`config.mk`:
```
export PLATFORM = sky130hd
export DESIGN_NAME = sine_sample_gen
export DESIGN_NICKNAME = d
export VERILOG_FILES = /design/src/rtl/sine_sample_gen.sv
export SDC_FILE = /design/constraint.sdc
export NUM_CORES = 1
export LEC_CHECK = 0
export BUFFER_PORTS_ARGS = -buffer_cell sky130_fd_sc_hd__buf_2
export CAP_MARGIN = 20
export CORE_MARGIN = 2
export CORE_UTILIZATION = 25
export DETAILED_ROUTE_END_ITERATION = 10
export SYNTH_ARGS = -nofsm -noshare
export SYNTH_HDL_FRONTEND = slang
export SYNTH_SLANG_ARGS = --single-unit
```
`constraint.sdc`:
```
create_clock -name clk -period 4.21 [get_ports clk]
set_clock_uncertainty 0.2 [all_clocks]
set_input_delay 0.842 -clock clk [delete_from_list [all_inputs] [get_ports clk]]
set_output_delay 0.842 -clock clk [all_outputs]
set_load 0.02 [all_outputs]
```
`src/rtl/sine_sample_gen.sv`:
```
// Sine duty-sample generator: steps a 64-phase period at a programmable rate and
// hands attenuated 8-bit samples to the PWM modulator over valid/ready.
module sine_sample_gen #(
    parameter int unsigned DIV_WIDTH = 12
) (
    input  logic                 clk,
    input  logic                 rst,
    input  logic                 enable,
    input  logic [DIV_WIDTH-1:0] divider,
    input  logic [1:0]           atten,
    output logic [7:0]           sample,
    output logic                 sample_valid,
    input  logic                 sample_ready,
    output logic                 period_start,
    output logic [5:0]           phase,
    output logic                 overrun,
    input  logic                 clr_overrun
);

    localparam logic [DIV_WIDTH-1:0] CNT_ONE   = DIV_WIDTH'(1);
    localparam logic [5:0]           PHASE_ONE = 6'd1;
    localparam logic [7:0]           MIDSCALE  = 8'd128;

    logic [DIV_WIDTH-1:0] cnt_q, cnt_d;
    logic [5:0]           phase_q, phase_d;
    logic [7:0]           sample_q, sample_d;
    logic                 valid_q, valid_d;
    logic                 pstart_q, pstart_d;
    logic                 overrun_q, overrun_d;

    logic                 step;
    logic                 accept;
    logic [4:0]           tbl_idx;
    logic [6:0]           amp;
    logic [7:0]           new_sample;

    function automatic logic [6:0] quarter_wave(input logic [4:0] idx);
        logic [6:0] v;
        case (idx)
            5'd0:    v = 7'd0;
            5'd1:    v = 7'd12;
            5'd2:    v = 7'd25;
            5'd3:    v = 7'd37;
            5'd4:    v = 7'd49;
            5'd5:    v = 7'd60;
            5'd6:    v = 7'd71;
            5'd7:    v = 7'd81;
            5'd8:    v = 7'd90;
            5'd9:    v = 7'd98;
            5'd10:   v = 7'd106;
            5'd11:   v = 7'd112;
            5'd12:   v = 7'd117;
            5'd13:   v = 7'd122;
            5'd14:   v = 7'd125;
            5'd15:   v = 7'd126;
            5'd16:   v = 7'd127;
            default: v = 7'd0;
        endcase
        return v;
    endfunction

    // Odd quadrants walk the table backwards; the upper half-period mirrors below midscale.
    always_comb begin
        tbl_idx    = phase_q[4] ? (5'd16 - {1'b0, phase_q[3:0]}) : {1'b0, phase_q[3:0]};
        amp        = quarter_wave(tbl_idx) >> atten;
        new_sample = phase_q[5] ? (MIDSCALE - {1'b0, amp}) : (MIDSCALE + {1'b0, amp});
    end

    always_comb begin
        step   = enable && (cnt_q >= divider);
        accept = valid_q && sample_ready;

        cnt_d     = cnt_q;
        phase_d   = phase_q;
        sample_d  = sample_q;
        pstart_d  = pstart_q;
        valid_d   = valid_q;
        overrun_d = overrun_q;

        if (step) begin
            cnt_d = '0;
        end else if (enable) begin
            cnt_d = cnt_q + CNT_ONE;
        end

        if (step) begin
            sample_d = new_sample;
            pstart_d = (phase_q == 6'd0);
            phase_d  = phase_q + PHASE_ONE;
            valid_d  = 1'b1;
        end else if (accept) begin
            valid_d = 1'b0;
        end

        // A fresh overrun event outranks a simultaneous clear.
        if (step && valid_q && !sample_ready) begin
            overrun_d = 1'b1;
        end else if (clr_overrun) begin
            overrun_d = 1'b0;
        end
    end

    always_ff @(posedge clk) begin
        if (rst) begin
            cnt_q     <= '0;
            phase_q   <= '0;
            sample_q  <= MIDSCALE;
            valid_q   <= 1'b0;
            pstart_q  <= 1'b0;
            overrun_q <= 1'b0;
        end else begin
            cnt_q     <= cnt_d;
            phase_q   <= phase_d;
            sample_q  <= sample_d;
            valid_q   <= valid_d;
            pstart_q  <= pstart_d;
            overrun_q <= overrun_d;
        end
    end

    assign sample       = sample_q;
    assign sample_valid = valid_q;
    assign period_start = pstart_q;
    assign phase        = phase_q;
    assign overrun      = overrun_q;

endmodule

```
# Word level (Yosys, flattened, before mapping)
# Memories as Yosys holds them, arrays and structs flattened.
# Index checks and enable logic that the tools add are counted.
[word_totals] reg_bits=29 rom_bits=224 inputBits=19 elab_cells=29 n_memories=1
[op_classes] addsub=5 n_lt_le_gt_ge=1 shift=1 mux=6 reduce_logical=9
[mem_list] memory="(no name shown)" words=32 width=7 rd=1 rd_ports_with_merged_regs=0 write_ports=0 line_no="39" rtl="case (idx)"
[op_table] operator="$add 12x1->12 const B" n=1
[op_table] operator="$ge 12x12->1" n=1
[op_table] operator="$add 8x7->8 const A" n=1
[op_table] operator="$mux 8" n=1
[op_table] operator="$sub 8x7->8 const A" n=1
[op_table] operator="$shr 7x2->7" n=1
[op_table] operator="$add 6x1->6 const B" n=1
[op_table] operator="$logic_not 6->1" n=1
[op_table] operator="$mux 5" n=1
[op_table] operator="$sub 5x4->5 const A" n=1
[op_table] operator="$logic_and 1x1->1" n=4
[op_table] operator="$mux 1" n=4
[op_table] operator="$reduce_bool 2->1" n=2
[op_table] operator="$reduce_or 2->1" n=1
[op_table] operator="$logic_not 1->1" n=1

# Longest topological paths before layout
# Gate-level depths: netlist of the first run.
# An unclocked memory read counts as a cell.
[depth] word_depth=6 ltp_mapped=18 ltp_nobuf=17

# Worst setup path after synthesis of the first run
# Ideal clock, no wire load.
[synth_path] kind="reg2reg" startpoint="register phase_q[0], in the netlist phase[0]" endpoint="register sample_q[6], in the netlist sample[6]" setup_time_ps=128 arrival_time_ps=3398 slack_ps=484 path_stages_with_launch=17 synth_period_minus_slack_ps=3726 path_cell_list="dfxtp_1 buf_6 inv_1 ha_1 nand2_1 o21ai_0 inv_1 ha_1 or3_1 mux2i_1 a211oi_1 o2bb2ai_1 a21o_1 ha_1 and3_2 a211oi_1 o22ai_1"
[synth_between] elab_chain_len=6
[synth_rtl] item="from (decl)" line_no="25" rtl="logic [5:0] phase_q, phase_d;"
[synth_rtl] item="from (signal assigned)" line_no="113" rtl="phase_q <= phase_d;"
[synth_rtl] item="$sub 5x4->5" line_no="64" rtl="tbl_idx = phase_q[4] ? (5'd16 - {1'b0, phase_q[3:0]}) : {1'b0, phase_q[3:0]};"
[synth_rtl] item="$mux 5 (*)" line_no="64"
[synth_rtl] item="$mem_v2 32x7 (*)"
[synth_rtl] item="$shr 7x2->7 (*)" line_no="65" rtl="amp = quarter_wave(tbl_idx) >> atten;"
[synth_rtl] item="$add 8x7->8 / $sub 8x7->8 (equally long branches)" line_no="66" rtl="new_sample = phase_q[5] ? (MIDSCALE - {1'b0, amp}) : (MIDSCALE + {1'b0, amp});"
[synth_rtl] item="$mux 8 (*)" line_no="66"
[synth_rtl] item="to (signal assigned)" line_no="114" rtl="sample_q <= sample_d;"
[synth_rtl] item="to (decl)" line_no="26" rtl="logic [7:0] sample_q, sample_d;"
# Every way passes the cells marked *; elsewhere a longest branch is shown, timed or not.
# A chain may end at the register's enable or synchronous reset.

# Worst setup path after layout of the first run
[layout_path] startpoint="register phase_q[1], in the netlist phase[1]" endpoint="register sample_q[6], in the netlist sample[6]"
# The elaborated chain is that of the path after synthesis.

==> results of run 1 <==
==> stage by stage <==
step | hold WS, ns | setup slack [ns] | cell area (um^2) | util (%) | std cells
after floorplan | 0.283 | 0.484 | 2560 | - | 319
final | 0.274 | 0.385 | 2930 | 29.7 | 483
after global routing | 0.304 | 0.162 | 2930 | 29.7 | 483
after detailed placement | 0.269 | 0.284 | 2820 | 28.6 | 475
after global placement | 0.266 | 0.338 | 2820 | 28.6 | 475
after CTS | 0.277 | 0.290 | 2930 | 29.7 | 483
==> area by class of cell <==
cell class	count	area, um^2	share of cell area [%]
multi-input cells	247	1770	60.3
flip-flops and latches	29	582	19.8
repair buffers	41	220	7.51
well taps	133	166	5.67
clock buffers	7	96.3	3.28
inverters	25	93.8	3.20
clock inverters	1	5.00	0.171
==> how the worst min path moves through the flow <==
stage	startpoint	end	cells past startpoint
finish	sample[1]$_SDFFE_PP0P_	sample[1]$_SDFFE_PP0P_	2
global route	sample[1]$_SDFFE_PP0P_	sample[1]$_SDFFE_PP0P_	2
CTS	sample[1]$_SDFFE_PP0P_	sample[1]$_SDFFE_PP0P_	2
detailed placement	sample[1]$_SDFFE_PP0P_	sample[1]$_SDFFE_PP0P_	2
global placement	overrun$_SDFFE_PP0P_	overrun$_SDFFE_PP0P_	2
floorplan	cnt_q[11]$_SDFFE_PP0P_	cnt_q[11]$_SDFFE_PP0P_	2
==> state kept, by name, indices dropped and copies added (netlist names) <==
name	flops
cnt_q	12
phase	6
sample	8
period_start	1
sample_valid	1
overrun	1
==> critical path, cell delays in order, from the launching register on <==
cell	delay (ns)
dfxtp_2	0.43
inv_1	0.15
ha_1	0.33
nand2_1	0.07
o21ai_0	0.21
inv_1	0.12
ha_1	0.40
or3_1	0.37
mux2i_1	0.14
a211oi_1	0.08
o2bb2ai_1	0.22
a21o_1	0.23
ha_1	0.25
and3_2	0.19
a211oi_1	0.22
o22ai_1	0.11
==> placed cells by master, fill, tap and decap left out, drive strengths merged, types with 2 or more instances in the layout <==
cell / instances
mux2i: 4
a41oi: 2
buf: 41
a311oi: 3
a31oi: 2
a21o: 4
o211a: 2
a2111oi: 2
o31ai: 2
nand3: 10
ha: 22
o21ai: 15
a21oi: 17
a211o: 2
o21a: 6
o22ai: 3
nor3: 3
a211oi: 6
nand2b: 3
nand2: 22
nor2: 41
and3: 6
nor4bb: 2
xor2: 16
and2: 2
clkbuf: 7
o221ai: 2
o2111a: 3
inv: 25
o211ai: 6
nand4: 9
dfxtp: 29
xnor2: 7
a2111o: 2
a32o: 2
==> cell families after synthesis <==
| family | share of synthesized area, % |
|---|---|
| compound gates | 26.6 |
| xor+xnor | 9.18 |
| fa+ha+maj | 10.7 |
| buf+inv | 8.59 |
| flops | 22.6 |
| mux | 1.56 |
| simple gates | 20.7 |
==> layer usage <==
metal / vias up / wire, um / global-route usage [%]
li1: 1224 / - / -
met1: 1126 / 3150 / 16.3
met2: 66 / 3030 / 20.4
met3: 11 / 307 / 2.54
met4: 0 / 116 / 4.10
met5: - / 0 / 0
==> power by group through the flow <==
stage,Sequential (W),Clock (W),Combinational (W)
final,0.000281,0.000255,0.0000579
after global routing,0.000282,0.000280,0.0000659
after CTS,0.000281,0.000262,0.0000579
after detailed placement,0.000288,0,0.0000574
after global placement,0.000287,0,0.0000571
after floorplan,0.000286,0,0.0000399
==> impl_metrics.yaml, run 1 <==
clock_tree:
  clockBufferDepth: 2
  cts_buffers: 5
  cts_root_buf: "clkbuf_8"
  clk_latency_ns: 0.28
  clock-sinks: 29
  holdBufCountCts: 0
  path_clk_slew_ns: 0.07
  htree_num_levels: 2
  cts_setup_buffers: 0
  cts_resized: 0
  tritoncts: "built"
synthesis:
  syn-instance-count: 319
  synth_ff_type: "dfxtp_1"
  async_reset_ff_share_pct: 0
  synthTopCellsByCount: "nor2_1 (40), dfxtp_1 (29), inv_1 (25)"
  synth_seq_cells: 29
  ys_seq_area_share_pct: 22.6
  synth_edf_count: 0
  synth_most_common_cell: "nor2_1"
  synth_top_area_share_pct: 22.6
  avgSynthCellArea_um2: 8.04
  synthTopCellsByArea: "dfxtp_1 (23%), ha_1 (11%), nor2_1 (5.9%)"
  synth_area_mm2: 0.00256
  yosysTopAreaCell: "dfxtp_1"
  synth_nets: 360
  synth_cell_types: 69
  yosysWarnings: 0
critical_path:
  cp_max_fo: 8
  cp.required_ns: 4.17
  reg2reg_slack_ns: 0.38
  path_class: "flop to flop"
  r2r_cells: 15
  startpoint: "phase[1]$_SDFFE_PP0P_"
  critPathCaptureType: "flop"
  r2r_start: "phase[1]$_SDFFE_PP0P_"
  cp-start-kind: "flop"
  worstPathArrival_ns: 3.79
  rr_endpoint: "sample[6]$_SDFFE_PP0P_"
  critPathCapture: "sample[6]$_SDFFE_PP0P_"
job:
  maxCapViolations: 0
pwr:
  power.leakage_nw: 1.21
  clock_power_share_pct: 42.9
  p_sw_share_pct: 24.5
  combPwrFrac_pct: 9.7
  p_per_area_mw_per_mm2: 203
  vdd_drop_max_mv: 0.126
  intPower_w: 0.000449
  p_switching_w: 0.000146
  p_total_w: 0.000595
  sequentialPowerShare_pct: 47.3
timing:
  finalCritPeriodShare_pct: 90.9
  hold_violations: 0
  slew_violations: 0
  worst_slew_pin_slew_ns: 0.748
  max-slew-margin-rel_pct: 50.1
  setup_tns_ns: 0
  fin_crit_ns: 3.83
  setup_viol_count_final: 0
  rsz0062_at_grt: "no"
  max_freq_mhz: 261
global_route:
  gr-total-overflow: 0
  grt_pass1_wl_um: 11500
  grt_pass1_vias: 2395
  grt_max_degree: 20
  antenna_found_initial: 0
  grt_usage_pct: 12.5
routing:
  drc: 0
  wl_um: 6600
  drt_iter0_markers: 127
  avgRoutedWirePerCell_um: 13.7
  antenna_left: 0
  first_pass_iters: 4
  vias: 2427
  vias_per_cell: 5.02
finish:
  drive_gt1_share_pct: 18.3
  n_fill_cell: 1069
  antenna_cells: 0
  area_growth_pct: 14.4
  nets: 390
floorplanning:
  coreArea_mm2: 0.00986
  dieArea_mm2: 0.0111
  die_y_um: 105
  ios: 36
  start_util_pct: 26.0
  rows: 36
  dieWidth_um: 105
placement:
  dp_hpwl_um: 4990
  gp_congestion: 0.927
  portBuffers: 35
run_status:
  outcome: "finished clean"
min_path:
  hp-class: "flop to flop"
Power figures use the tool's default switching activity.
==> inputs of run 2 (changes only) <==
clock period = 4.95 ns   (was 4.21 ns; I/O delays follow)
==> impl_metrics.yaml, run 2 (synthesis results as in run 1) <==
run_status:
  outcome: "finished clean"
finish:
  area_growth_pct: 12.2
  largest_register_ffs: 12
  antenna_cells: 0
  seqCellArea_um2: 581
  largest_register: "cnt_q"
  layout_commonest_cell: "nor2_1"
  fin_util_pct: 29.2
  mostFrequentLayoutCells: "nor2_1 (40), buf_2 (35), dfxtp_1 (29)"
  nets: 386
  design_area_mm2: 0.00288
  drive_gt1_share_pct: 16.5
  multi_input_area_mm2: 0.00176
  n_fill_cell: 1074
clock_tree:
  clockBufferDepth: 2
  clk_latency_ns: 0.28
  cts_setup_buffers: 0
  clock-sinks: 29
  path_clk_slew_ns: 0.07
  cts_buffers: 5
  holdBufCountCts: 0
  htree_num_levels: 2
  cts_resized: 0
  tritoncts: "built"
  cts_root_buf: "clkbuf_8"
global_route:
  gr-total-overflow: 0
  antenna_found_initial: 0
  grt_usage_pct: 11.9
  grt_pass1_vias: 2305
  grt_pass1_wl_um: 11000
  grt_max_degree: 24
pwr:
  sequentialPowerShare_pct: 50.0
  power.leakage_nw: 1.18
  intPower_w: 0.000353
  combPwrFrac_pct: 10.2
  vdd_drop_max_mv: 0.0803
  p_total_w: 0.000477
  p_sw_share_pct: 26.0
  clock_power_share_pct: 39.8
  p_switching_w: 0.000124
  p_per_area_mw_per_mm2: 166
critical_path:
  r2r_cells: 14
  reg2reg_slack_ns: 0.59
  r2r_start: "phase[0]$_SDFFE_PP0P_"
  cp.required_ns: 4.96
  rr_endpoint: "sample[2]$_SDFFE_PP0P_"
  cp_max_fo: 16
  critPathCaptureType: "flop"
  cp-start-kind: "flop"
  path_class: "flop to flop"
  worstPathArrival_ns: 4.37
placement:
  dp_hpwl_um: 4880
  gp_congestion: 0.862
  place_ws_ns: 0.662
  place_area_mm2: 0.00279
  portBuffers: 35
timing:
  finalCritPeriodShare_pct: 88.1
  worst_slew_pin_slew_ns: 1.00
  fin_ws_ns: 0.591
  setup_viol_count_final: 0
  rsz0062_at_grt: "no"
  slew_violations: 0
  max-slew-margin-rel_pct: 33.2
  fin_crit_ns: 4.36
  hold_violations: 0
  setup_tns_ns: 0
  max_freq_mhz: 229
floorplanning:
  coreArea_mm2: 0.00986
  start_util_pct: 26.0
  ios: 36
  dieArea_mm2: 0.0111
  rows: 36
  die_y_um: 105
  dieWidth_um: 105
routing:
  drc: 0
  vias: 2431
  avgRoutedWirePerCell_um: 13.8
  antenna_left: 0
  vias_per_cell: 5.08
  first_pass_iters: 5
  drt_iter0_markers: 149
  wl_um: 6590
min_path:
  hold_path_end: "sample[1]$_SDFFE_PP0P_"
  hold_start: "sample[1]$_SDFFE_PP0P_"
  holdPathStages: 2
  hp-class: "flop to flop"
job:
  maxCapViolations: 0
[run 2: worst max-delay path, stage by stage (launching register included)]
cell and delay, ns:
dfxtp_1 0.69, inv_1 0.25, ha_1 0.37, nand2_1 0.07, o21ai_0 0.21, ha_1 0.29
a21oi_1 0.08, a2111oi_0 0.66, a21oi_1 0.15, a211oi_1 0.48, a21o_1 0.16, ha_1 0.24
nor2_1 0.07, xnor2_1 0.14, a211oi_1 0.21
[run 2: cell type report]
class                   count  share of cell area, %
clock buffers               6                   2.52
repair buffers             37                   6.61
well taps                 133                   5.79
flip-flops and latches     29                   20.2
multi-input cells         247                   61.3
clock inverters             2                  0.348
inverters                  25                   3.26
[run 2: metrics by stage]
| step | hold slack, ns | cells |
|---|---|---|
| 6_report | 0.279 | 479 |
| 5_1_grt | 0.319 | 479 |
| 3_5_place_dp | 0.270 | 471 |
| 3_3_place_gp | 0.269 | 471 |
| 2_1_floorplan | 0.283 | 319 |
| 4_1_cts | 0.282 | 479 |
[run 2: power groups by stage]
stage          clock [W]  combinational [W]  sequential [W]
6_report        0.000190          0.0000488        0.000239
2_1_floorplan          0          0.0000339        0.000243
3_3_place_gp           0          0.0000478        0.000244
3_5_place_dp           0          0.0000484        0.000244
4_1_cts         0.000198          0.0000489        0.000239
5_1_grt         0.000208          0.0000552        0.000239
[run 2: worst max-delay path by stage]
stage | start | end | slack [ns]
global placement | phase[0]$_SDFFE_PP0P_ | sample[6]$_SDFFE_PP0P_ | 0.88
CTS | phase[0]$_SDFFE_PP0P_ | sample[2]$_SDFFE_PP0P_ | 0.65
finish | phase[0]$_SDFFE_PP0P_ | sample[2]$_SDFFE_PP0P_ | 0.59
floorplan | phase[0]$_SDFFE_PP0P_ | sample[6]$_SDFFE_PP0P_ | 1.22
global route | phase[0]$_SDFFE_PP0P_ | sample[2]$_SDFFE_PP0P_ | 0.15
detailed placement | phase[0]$_SDFFE_PP0P_ | sample[2]$_SDFFE_PP0P_ | 0.66
[run 2: layer usage]
metal	global-route usage [%]	wire length [um]	share of wire (%)
met5	0	0	0
met3	1.86	333	5.1
met2	19.7	3130	47
met1	16.0	3070	47
met4	3.14	63	0.96
==> inputs of run 3 (changes only) <==
CTS_BUF_LIST = sky130_fd_sc_hd__clkbuf_8   (was not set)
==> impl_metrics.yaml, run 3 (synthesis results as in run 1) <==
run_status:
  outcome: "finished clean"
critical_path:
  worstPathArrival_ns: 4.37
  path_delay_family: "compound AO/OA/AOI/OAI gates"
  path_cells: "inv_1 > ha_1 > nand2_1 > o21ai_0 > ha_1 > a21oi_1 > a2111oi_0 > a21oi_1 > a211oi_1 > a21o_1 > ha_1 > nor2_1 > xnor2_1 > a211oi_1"
  path_class: "flop to flop"
  cp_max_fo: 16
  cp_common_cell: "ha_1"
  critPathCaptureType: "flop"
  cp-start-kind: "flop"
  crit_buf_inv: 1
  worst_path_max_delay_cell: "dfxtp_1"
  reg2reg_slack_ns: 0.59
  cp.required_ns: 4.96
  slowest_delay_ns: 0.69
floorplanning:
  coreArea_mm2: 0.00986
  rows: 36
  ios: 36
  dieArea_mm2: 0.0111
  die_y_um: 105
  dieWidth_um: 105
  start_util_pct: 26.0
timing:
  setup_viol_count_final: 0
  hold_violations: 0
  max_freq_mhz: 229
  holdWs_ns: 0.279
  max-slew-margin-rel_pct: 33.2
  rsz0062_at_grt: "no"
  setup_tns_ns: 0
  finalCritPeriodShare_pct: 88.1
  worst_slew_pin_slew_ns: 1.00
  slew_violations: 0
  fin_crit_ns: 4.36
finish:
  area_growth_pct: 12.2
  largest_register_ffs: 12
  layout_commonest_cell: "nor2_1"
  largest_register: "cnt_q"
  antenna_cells: 0
  drive_gt1_share_pct: 16.5
  n_fill_cell: 1074
  multi_input_area_mm2: 0.00176
  fin_cells: 479
  design_area_mm2: 0.00288
  fin_util_pct: 29.2
  nets: 386
  seqCellArea_um2: 581
  mostFrequentLayoutCells: "nor2_1 (40), buf_2 (35), dfxtp_1 (29)"
clock_tree:
  tritoncts: "built"
  htree_num_levels: 2
  clockBufferDepth: 2
  path_clk_slew_ns: 0.07
  cts_setup_buffers: 0
  cts_resized: 0
  holdBufCountCts: 0
  clk_latency_ns: 0.28
  cts_root_buf: "clkbuf_8"
  cts_buffers: 5
  clock-sinks: 29
global_route:
  grt_max_degree: 24
  grt_usage_pct: 11.9
  grt_pass1_wl_um: 11000
  antenna_found_initial: 0
  gr-total-overflow: 0
  grt_pass1_vias: 2305
min_path:
  hp-class: "flop to flop"
pwr:
  p_per_area_mw_per_mm2: 165
  power.leakage_nw: 1.18
  sequentialPowerShare_pct: 50.3
  vdd_drop_max_mv: 0.0803
  p_switching_w: 0.000124
  clock_power_share_pct: 39.5
  p_sw_share_pct: 26.1
  intPower_w: 0.000351
  combPwrFrac_pct: 10.3
routing:
  wl_um: 6600
  avgRoutedWirePerCell_um: 13.8
  vias_per_cell: 5.08
  drt_iter0_markers: 149
  antenna_left: 0
  first_pass_iters: 5
  drc: 0
  vias: 2431
placement:
  portBuffers: 35
  gp_congestion: 0.862
  dp_hpwl_um: 4880
  dp.cells: 471
  place_area_mm2: 0.00279
job:
  maxCapViolations: 0
run 3: power by group through the flow:
| stage | Sequential [W] | Combinational (W) | Clock (W) |
|---|---|---|---|
| 6_report | 0.000239 | 0.0000488 | 0.000188 |
| 5_1_grt | 0.000239 | 0.0000552 | 0.000206 |
| 4_1_cts | 0.000239 | 0.0000489 | 0.000196 |
| 3_5_place_dp | 0.000244 | 0.0000484 | 0 |
| 3_3_place_gp | 0.000244 | 0.0000478 | 0 |
| 2_1_floorplan | 0.000243 | 0.0000339 | 0 |
run 3: routing by layer:
metal  part of all wire [%]  track usage (%)  vias to the layer above
met3                    5.0             1.86                        7
met1                     46             16.0                     1134
met2                     48             19.7                       77
met4                   0.96             3.14                        0
li1                       -                -                     1213
met5                      0                0                        -
run 3: tightest hold or removal path, cell delays in order (launching register included):
cell and delay (ns):
dfxtp_1 0.33, nand2_1 0.06, a21oi_1 0.05
run 3: worst paths after layout:
path / from / end / cells after the start
worst max register to register: phase[0]$_SDFFE_PP0P_ / sample[2]$_SDFFE_PP0P_ / 14
worst min-delay path: sample[1]$_SDFFE_PP0P_ / sample[1]$_SDFFE_PP0P_ / 2
worst max-delay path: phase[0]$_SDFFE_PP0P_ / sample[2]$_SDFFE_PP0P_ / 14
worst min register to register: sample[1]$_SDFFE_PP0P_ / sample[1]$_SDFFE_PP0P_ / 2
run 3: through the flow:
stage | worst slack, ns | total power, W
after detailed placement | 0.662 | 0.000293
after CTS | 0.649 | 0.000484
final | 0.591 | 0.000475
after global placement | 0.875 | 0.000292
after global routing | 0.147 | 0.000501
after floorplan | 1.22 | 0.000277
run 3: layout make-up:
class	count	share of cell area, %
clock buffer	5	2.39
clock inverter	3	0.478
inverter	25	3.26
multi-input combinational	247	61.3
sequential	29	20.2
tap	133	5.79
timing repair buffer	37	6.61
